`src/rtl/csr_hpm.sv`:
```
// Machine counter CSR unit: mcycle, minstret, mhpmcounters, events, inhibit.
// One CSR access per two cycles; read-modify-write happens in the valid cycle.
module csr_hpm #(
  parameter int NUM_HPM    = 4,
  parameter int NUM_EVENTS = 8,
  parameter int EVW        = 8
) (
  input  logic                  clk,
  input  logic                  rst_n,
  input  logic                  rename_csr_write,
  input  logic [4:0]            rename_op,
  input  logic [6:0]            rename_robid,
  input  logic [5:0]            rename_rd,
  input  logic [31:0]           rename_op1,
  input  logic [31:0]           rename_imm,
  input  logic [NUM_EVENTS-1:0] hpm_event,
  output logic                  csr_valid,
  output logic                  csr_error,
  output logic [4:0]            csr_ecause,
  output logic [6:0]            csr_robid,
  output logic [5:0]            csr_rd,
  output logic [31:0]           csr_result,
  input  logic                  rob_flush,
  input  logic                  rob_ret_valid,
  input  logic [6:0]            rob_csr_head
);

  localparam int NC = NUM_HPM + 2;
  localparam logic [31:0] INH_MASK =
    32'h5 | 32'(((64'd1 << NUM_HPM) - 64'd1) << 3);

  logic           valid_q;
  logic [1:0]     op_q;
  logic [11:0]    addr_q;
  logic [31:0]    op1_q;
  logic [6:0]     robid_q;
  logic [5:0]     rd_q;
  logic [63:0]    cnt_q [NC];
  logic [63:0]    cnt_d [NC];
  logic [31:0]    inh_q, inh_d;
  logic [EVW-1:0] evt_q [NUM_HPM];
  logic [EVW-1:0] evt_d [NUM_HPM];

  logic              accept, live, hi, shadow, ctr_space;
  logic              is_inh, hit, err, we;
  logic [NC-1:0]     ctr_oh, inc;
  logic [NUM_HPM-1:0] evt_oh;
  logic [31:0]       old, wdata;
  logic              unused_bits;

  assign unused_bits = ^{rename_op[4:2], rename_imm[31:12]};

  assign accept = rename_csr_write & ~valid_q & ~rob_flush;
  assign live   = valid_q & ~rob_flush;

  assign hi        = addr_q[7];
  assign shadow    = addr_q[11:8] == 4'hC;
  assign ctr_space = (addr_q[11:8] == 4'hB) | shadow;
  assign is_inh    = addr_q == 12'h320;

  function automatic logic ev_hit(
    input logic [EVW-1:0]        k,
    input logic [NUM_EVENTS-1:0] ev
  );
    logic h;
    h = 1'b0;
    for (int j = 1; j <= NUM_EVENTS; j++)
      if (k == EVW'(j)) h = h | ev[j-1];
    return h;
  endfunction

  // Address decode and pre-write read mux
  always_comb begin
    hit    = is_inh;
    ctr_oh = '0;
    evt_oh = '0;
    old    = is_inh ? inh_q : 32'h0;
    for (int c = 0; c < NC; c++) begin
      if (ctr_space &&
          addr_q[6:0] == 7'((c == 0) ? 0 : c + 1)) begin
        hit       = 1'b1;
        ctr_oh[c] = 1'b1;
        old = hi ? cnt_q[c][63:32] : cnt_q[c][31:0];
      end
    end
    for (int i = 0; i < NUM_HPM; i++) begin
      if (addr_q == 12'(12'h323 + i)) begin
        hit       = 1'b1;
        evt_oh[i] = 1'b1;
        old       = 32'(evt_q[i]);
      end
    end
  end

  assign err = ~hit | (op_q == 2'b00) |
               (shadow & ((op_q == 2'b01) | (op1_q != '0)));
  assign we  = live & ~err & ~shadow;

  always_comb begin
    case (op_q)
      2'b01:   wdata = op1_q;
      2'b10:   wdata = old | op1_q;
      2'b11:   wdata = old & ~op1_q;
      default: wdata = old;
    endcase
  end

  always_comb begin
    inc    = '0;
    inc[0] = ~inh_q[0];
    inc[1] = ~inh_q[2] & rob_ret_valid &
             (rob_csr_head != robid_q);
    for (int i = 0; i < NUM_HPM; i++)
      inc[i+2] = ~inh_q[i+3] & ev_hit(evt_q[i], hpm_event);
  end

  // A low-half write drops the increment entirely; a high-half
  // write keeps the low half's increment without its carry.
  always_comb begin
    for (int c = 0; c < NC; c++) begin
      cnt_d[c] = cnt_q[c] + 64'(inc[c]);
      if (we & ctr_oh[c]) begin
        if (hi)
          cnt_d[c] = {wdata, cnt_q[c][31:0] + 32'(inc[c])};
        else
          cnt_d[c] = {cnt_q[c][63:32], wdata};
      end
    end
    inh_d = (we & is_inh) ? (wdata & INH_MASK) : inh_q;
    for (int i = 0; i < NUM_HPM; i++)
      evt_d[i] = (we & evt_oh[i]) ? wdata[EVW-1:0] : evt_q[i];
  end

  always_ff @(posedge clk or negedge rst_n) begin
    if (!rst_n) begin
      valid_q <= 1'b0;
      op_q    <= '0;
      addr_q  <= '0;
      op1_q   <= '0;
      robid_q <= '0;
      rd_q    <= '0;
      inh_q   <= '0;
      for (int c = 0; c < NC; c++) cnt_q[c] <= '0;
      for (int i = 0; i < NUM_HPM; i++) evt_q[i] <= '0;
    end else begin
      valid_q <= accept;
      if (accept) begin
        op_q    <= rename_op[1:0];
        addr_q  <= rename_imm[11:0];
        op1_q   <= rename_op1;
        robid_q <= rename_robid;
        rd_q    <= rename_rd;
      end
      inh_q <= inh_d;
      for (int c = 0; c < NC; c++) cnt_q[c] <= cnt_d[c];
      for (int i = 0; i < NUM_HPM; i++) evt_q[i] <= evt_d[i];
    end
  end

  assign csr_valid  = live;
  assign csr_error  = live & err;
  assign csr_ecause = (live & err) ? 5'd2 : 5'd0;
  assign csr_result = (live & ~err) ? old : 32'h0;
  assign csr_robid  = robid_q;
  assign csr_rd     = rd_q;

endmodule

```
`config.mk`:
```
export PLATFORM = sky130hd
export DESIGN_NAME = csr_hpm
export DESIGN_NICKNAME = d
export VERILOG_FILES = /design/src/rtl/csr_hpm.sv
export SDC_FILE = /design/constraint.sdc
export NUM_CORES = 2
export LEC_CHECK = 0
export CAP_MARGIN = 0
export CORE_ASPECT_RATIO = 1.4
export CORE_UTILIZATION = 50
export DETAILED_ROUTE_END_ITERATION = 12
export HOLD_SLACK_MARGIN = 0.02
export MAX_ROUTING_LAYER = met4
export PLACE_DENSITY = 0.72
export SYNTH_ARGS = -nofsm -noshare
export SYNTH_HDL_FRONTEND = slang
export SYNTH_SLANG_ARGS = --single-unit
```
`constraint.sdc`:
```
create_clock -name clk -period 3.5 [get_ports clk]
set_clock_uncertainty 0.05 [all_clocks]
set_input_delay 0.7 -clock clk [delete_from_list [all_inputs] [get_ports clk]]
set_output_delay 0.7 -clock clk [all_outputs]
set_load 0.005 [all_outputs]
```
# == After elaboration in Yosys (flattened, before gate mapping) ==
# Index checks and enable logic that the tools add are counted.
# word_totals
reg_bits,482
out_inout_bits,52
elab_cells,252
# classes
n_addsub,12
n_mux,84
n_eq_ne,54
reduce_logical,9
n_bitwise,70
# ops
operator,count
two-way mux 64 bit,12
two-way mux 32 bit,17
adder 64 x 1 -> 64 bit,6
adder 32 x 1 -> 32 bit,6
equality test 8 x 3 -> 1 bit (second input constant),16
case mux 32 bit (3 select lines),1
equality test 8 x 2 -> 1 bit (second input constant),8
equality test 12 x 10 -> 1 bit (second input constant),5
two-way mux 1 bit,52
AND 32 bit,1
equality test 8 x 1 -> 1 bit (second input constant),4
equality test 8 x 4 -> 1 bit (second input constant),4
inverter 32 bit,1
OR 1 bit,32
OR 32 bit,1
nonzero test 32 bit,1
AND 1 bit,24
equality test 7 x 3 -> 1 bit (second input constant),3
equality test 7 x 2 -> 1 bit (second input constant),2
inequality test 2 bit (second input constant),6
inverter 1 bit,11
equality test 4 bit (second input constant),2
logical NOT 7 bit,1
two-way mux 7 bit,1
other kinds (6),12

# == Logic depth before layout (Yosys ltp) ==
# depth
ltp_word,21
mapped_depth,17
depth_no_buf,16

# == Worst setup path after synthesis ==
# Ideal clock, no wire load.
# synth_path
kind,input port to flip-flop
from,input port hpm_event[7]
to,register cnt_q[250] (netlist name)
t_arrival_ps,3448
path_stages,16
slack_ps,-71
path_cell_list,nand3b_1 a21oi_1 a31oi_1 nor2_1 a31oi_1 nor3_1 ha_1 ha_1 nand2_1 or3_1 clkbuf_1 or3_1 nor3_1 nand3_1 mux2_2 a21oi_2
# synth_between
elab_chain_len,5
# synth_rtl
item,line,source
"start, declared",16,"input logic [NUM_EVENTS-1:0] hpm_event,"
OR 1 bit,68,if (k == EVW'(j)) h = h | ev[j-1];
two-way mux 1 bit,68,
AND 1 bit,114,"inc[i+2] = ~inh_q[i+3] & ev_hit(evt_q[i], hpm_event);"
adder 64 x 1 -> 64 bit,121,cnt_d[c] = cnt_q[c] + 64'(inc[c]);
two-way mux 64 bit,122,if (we & ctr_oh[c]) begin
"end, declared",38,logic [63:0] cnt_q [NC];
# No other way between the ends.
# A chain may end at the register's enable or synchronous reset.

# == Worst setup path after layout ==
# layout_path
from,register addr_q[7]
to,output port csr_result[3]
# layout_between
elab_chain_len,17
word_cells_on_any_way,38
# layout_rtl
item,line,source
"start, declared",34,logic [11:0] addr_q;
"start signal, assigned",149,addr_q <= rename_imm[11:0];
equality test 12 x 10 -> 1 bit,59,assign is_inh = addr_q == 12'h320;
two-way mux 1 bit (6 in series),79,if (ctr_space &&
two-way mux 1 bit (4 in series),87,if (addr_q == 12'(12'h323 + i)) begin
inverter 1 bit,95,assign err = ~hit | (op_q == 2'b00) |
OR 1 bit (2 in series),95,
inverter 1 bit,163,assign csr_result = (live & ~err) ? old : 32'h0;
AND 1 bit,163,
two-way mux 32 bit *,163,
"end, declared",22,"output logic [31:0] csr_result,"
# Mark *: on every way between the ends. The rest lies on a longest branch, timed or not.

==> results.ini <==
[grt]
grt_pass1_wl_um=208600
grt_start_max_net_pins=81
overflow=0
grt_pass1_vias=32570
antenna_found_initial=4
track_usage_pct=44.83

[clock_network]
cts.htree.levels=2
cts-buffers-inserted=53
path_clk_slew_ps=70
clk_latency_ps=660
clockBufferDepth=3
cts.sinks=482
cts_tree=yes
root_buffer=clkbuf_16

[power_and_ir_drop]
finalPower_w=0.01663
power_density_nw_per_um2=393.4
p_seq_share_pct=36.2
p_leak_nw=17.69
clkPwrFrac_pct=38.4
peakVddDrop_uv=519.4
p_int_w=0.01130
p_sw_share_pct=32.08
p_switching_w=0.005336
pwr-share-comb_pct=25.5

[sta]
hold_ws_ps=463.9
setup_violations=41
hold_viol=0
slew_headroom_pct=42.00
rsz0062_at_grt=yes
post-route-min-period_ps=4109
fin_crit_sh_pct=117.4
layout_setup_ws_ps=-608.9
worst_pin_slew_ps=863.4
tns_ps=-15730
fmax_mhz=243.4
maxSlewViolCount=0

[drt]
via_per_inst=6.722
drt_iter0_markers=4274
finalWirelength_um=142400
detail-route-antenna-nets=0
wl_per_cell_um=27.79
num_vias=34450
drc=0
dr.pass1.iters=7

[hold_path]
worstHoldStart=csr_rd[0]
hold_path.class=flop to flop

[floorplan]
num_rows=108
io_pins=154
core_um2=62290
die_area_um2=64330
die_w_um=214.6
initial_core_util_pct=50.81
die_h_um=299.7

[critical_path]
critPathLaunchType=flop
worstPathRequired_ps=2750
crit_path_end_kind=primary output
worstReg2RegStart=evt_q[29]
critPathKind=flop to primary output
worstPathMaxFanout=7
crit_start=addr_q[7]
arrival_ps=3360

[logic_synthesis]
synth_edf_count=0
syn-cell-area_um2=31650
yosys_warnings=0
synthCells=3643
synth_compound_area_share_pct=18.68
synth_top_family_by_area=simple AND/OR/NAND/NOR gates
ys_seq_area_share_pct=38.11
synthArstFlopShare_pct=100.0
synth_fa_ha_area_share_pct=0.4744
synth_top_cell_by_area=dfrtp_1
synth-simple-area-share_pct=22.97
ys_ff_latch=482
yosys_most_used_dff=dfrtp_1
synth-xor-area-share_pct=5.534
yosysUniqueCellTypes=96
synth.top_cell.area_share_pct=38.11
synth.top_cells.by_area=dfrtp_1 (38%), mux2i_1 (5.6%), a21oi_1 (4.7%), mux2_2 (4.3%), o21ai_0 (3.9%)
syn_area_per_cell_um2=8.688
synthMuxAreaShare_pct=10.26

[cells_and_area]
drive_gt1_share_pct=27.66
fin_cells=5125
multiInputGateArea_um2=19690
fillers=4949
seqCellArea_um2=12070
final_cell_area_um2=42280
nets=4366
synthToLayoutAreaGrowth_pct=33.58

[place]
dpl_cell_area_um2=38430
post-dp-hpwl_um=102200
routabilityCongestion=1.057
post-place-cells=4964
port_buffers=126

[run_status]
status=finished with violations
violations=setup timing

[run]
cap_violations=0

cells by family (layout without fill, tap and decap cells):
family,Yosys count,after routing
and+or+nand+nor,1396,1396
adders and majority gates,12,12
AOI/OAI and AO/OA,954,954
xor gates and xnor gates,200,200
DFF,482,482
other,1,9
muxes,303,303
buffers and inverters,295,944
synthesized netlist by cell type (9+ instances only):
cell,instances
o31ai_1,22
a21oi_1,295
o22a_1,10
o21ai_0,247
a31oi_1,31
nand2_1,303
dfrtp_1,482
or3_1,22
o21ai_1,10
buf_2,80
a21o_1,16
and4_1,45
a22o_1,9
buf_1,10
nor2b_1,10
inv_1,41
nand3_1,188
o22ai_1,56
or4_1,19
xor2_1,59
nor2_1,324
nor4_1,44
o211ai_1,38
a211oi_1,54
o221ai_1,23
a221oi_1,36
xnor2_1,141
nand4_1,112
a22oi_1,17
ha_1,12
a31o_2,13
nor3b_1,28
and2_1,28
or2_2,16
mux2i_1,177
a211o_1,9
mux2_2,121
clkbuf_1,152
nor3_1,95
and3_1,96
critical path, stage by stage, from the launching register on:
cell and delay [ps]:
dfrtp_4 500, buf_6 130, buf_12 120, buf_12 140, buf_16 150, buf_8 160
mux2i_1 200, buf_4 170, o22ai_1 90, o21ai_1 240, nand2_1 170, a31o_2 320
nor2_4 140, nor2_4 50, buf_6 110
per-layer routing:
| layer | global-route usage (%) | up-vias | wire (um) |
|---|---|---|---|
| met5 | - | - | 0 |
| met3 | 11.92 | 778 | 16060 |
| li1 | - | 14780 | - |
| met1 | 51.92 | 16570 | 50510 |
| met2 | 65.99 | 2318 | 61860 |
| met4 | 35.27 | 0 | 13970 |
state kept, by name, indices dropped and copies added (netlist names):
| name | cells |
|---|---|
| addr_q | 12 |
| evt_q | 32 |
| csr_robid | 7 |
| op_q | 2 |
| csr_rd | 6 |
| cnt_q | 384 |
| inh_q | 6 |
| op1_q | 32 |
| valid_q | 1 |
repair_timing:
| action | 4_1_cts | 5_1_grt |
|---|---|---|
| cloned | 3 | 1 |
| pin swaps | 34 | 62 |
| endpoints found under the hold margin | 50 | 0 |
| buffers inserted | 41 | 21 |
| resized for setup | 313 | 176 |
| endpoints found under the setup margin | 109 | 151 |
| hold buffers | 1 | 0 |
final cells by class:
cell class / instances / area share [%]
diodes: 5 / 0.02959
clock buffers: 77 / 3.758
clock inverters: 21 / 0.8227
inverters: 43 / 0.3818
multi-input cells: 2869 / 46.58
flip-flops and latches: 482 / 28.55
well taps: 825 / 2.441
repair buffers: 803 / 17.43
metrics by stage:
stage	utilization [%]	setup WS [ps]
6_report	67.87	-608.9
3_5_place_dp	61.69	-905.2
4_1_cts	66.47	-569.0
2_1_floorplan	-	39.61
3_3_place_gp	61.69	-905.5
5_1_grt	67.86	-630.1
power groups by stage:
stage / Clock (W) / Combinational, W / Sequential [W]
2_1_floorplan: 0 / 0.00145 / 0.00607
3_3_place_gp: 0 / 0.00365 / 0.00610
3_5_place_dp: 0 / 0.00368 / 0.00611
4_1_cts: 0.00639 / 0.00392 / 0.00600
5_1_grt: 0.00660 / 0.00427 / 0.00603
6_report: 0.00638 / 0.00423 / 0.00602
path summary, 6_finish.rpt:
check	endpoint	slack, ps	depth (start not counted)
worst max register to register	cnt_q[250]	-50	12
worst min register to register	csr_rd[0]	460	1
min in group asynchronous	cnt_q[298]	550	2
worst max-delay path	csr_result[3]	-610	14
max in group asynchronous	cnt_q[155]	1860	4
worst min-delay path	csr_rd[0]	460	1
placed cells by master, fill, tap and decap left out, drive strengths merged, types with 86 or more instances in the layout:
cell / count
clkdlybuf4s50: 86
dfrtp: 482
nand2: 303
xnor2: 141
nand4: 112
mux2: 121
nand3: 189
nor3: 100
and3: 96
a21oi: 298
buf: 707
nor2: 325
mux2i: 177
o21ai: 257
(Power assumes the default switching activity.)
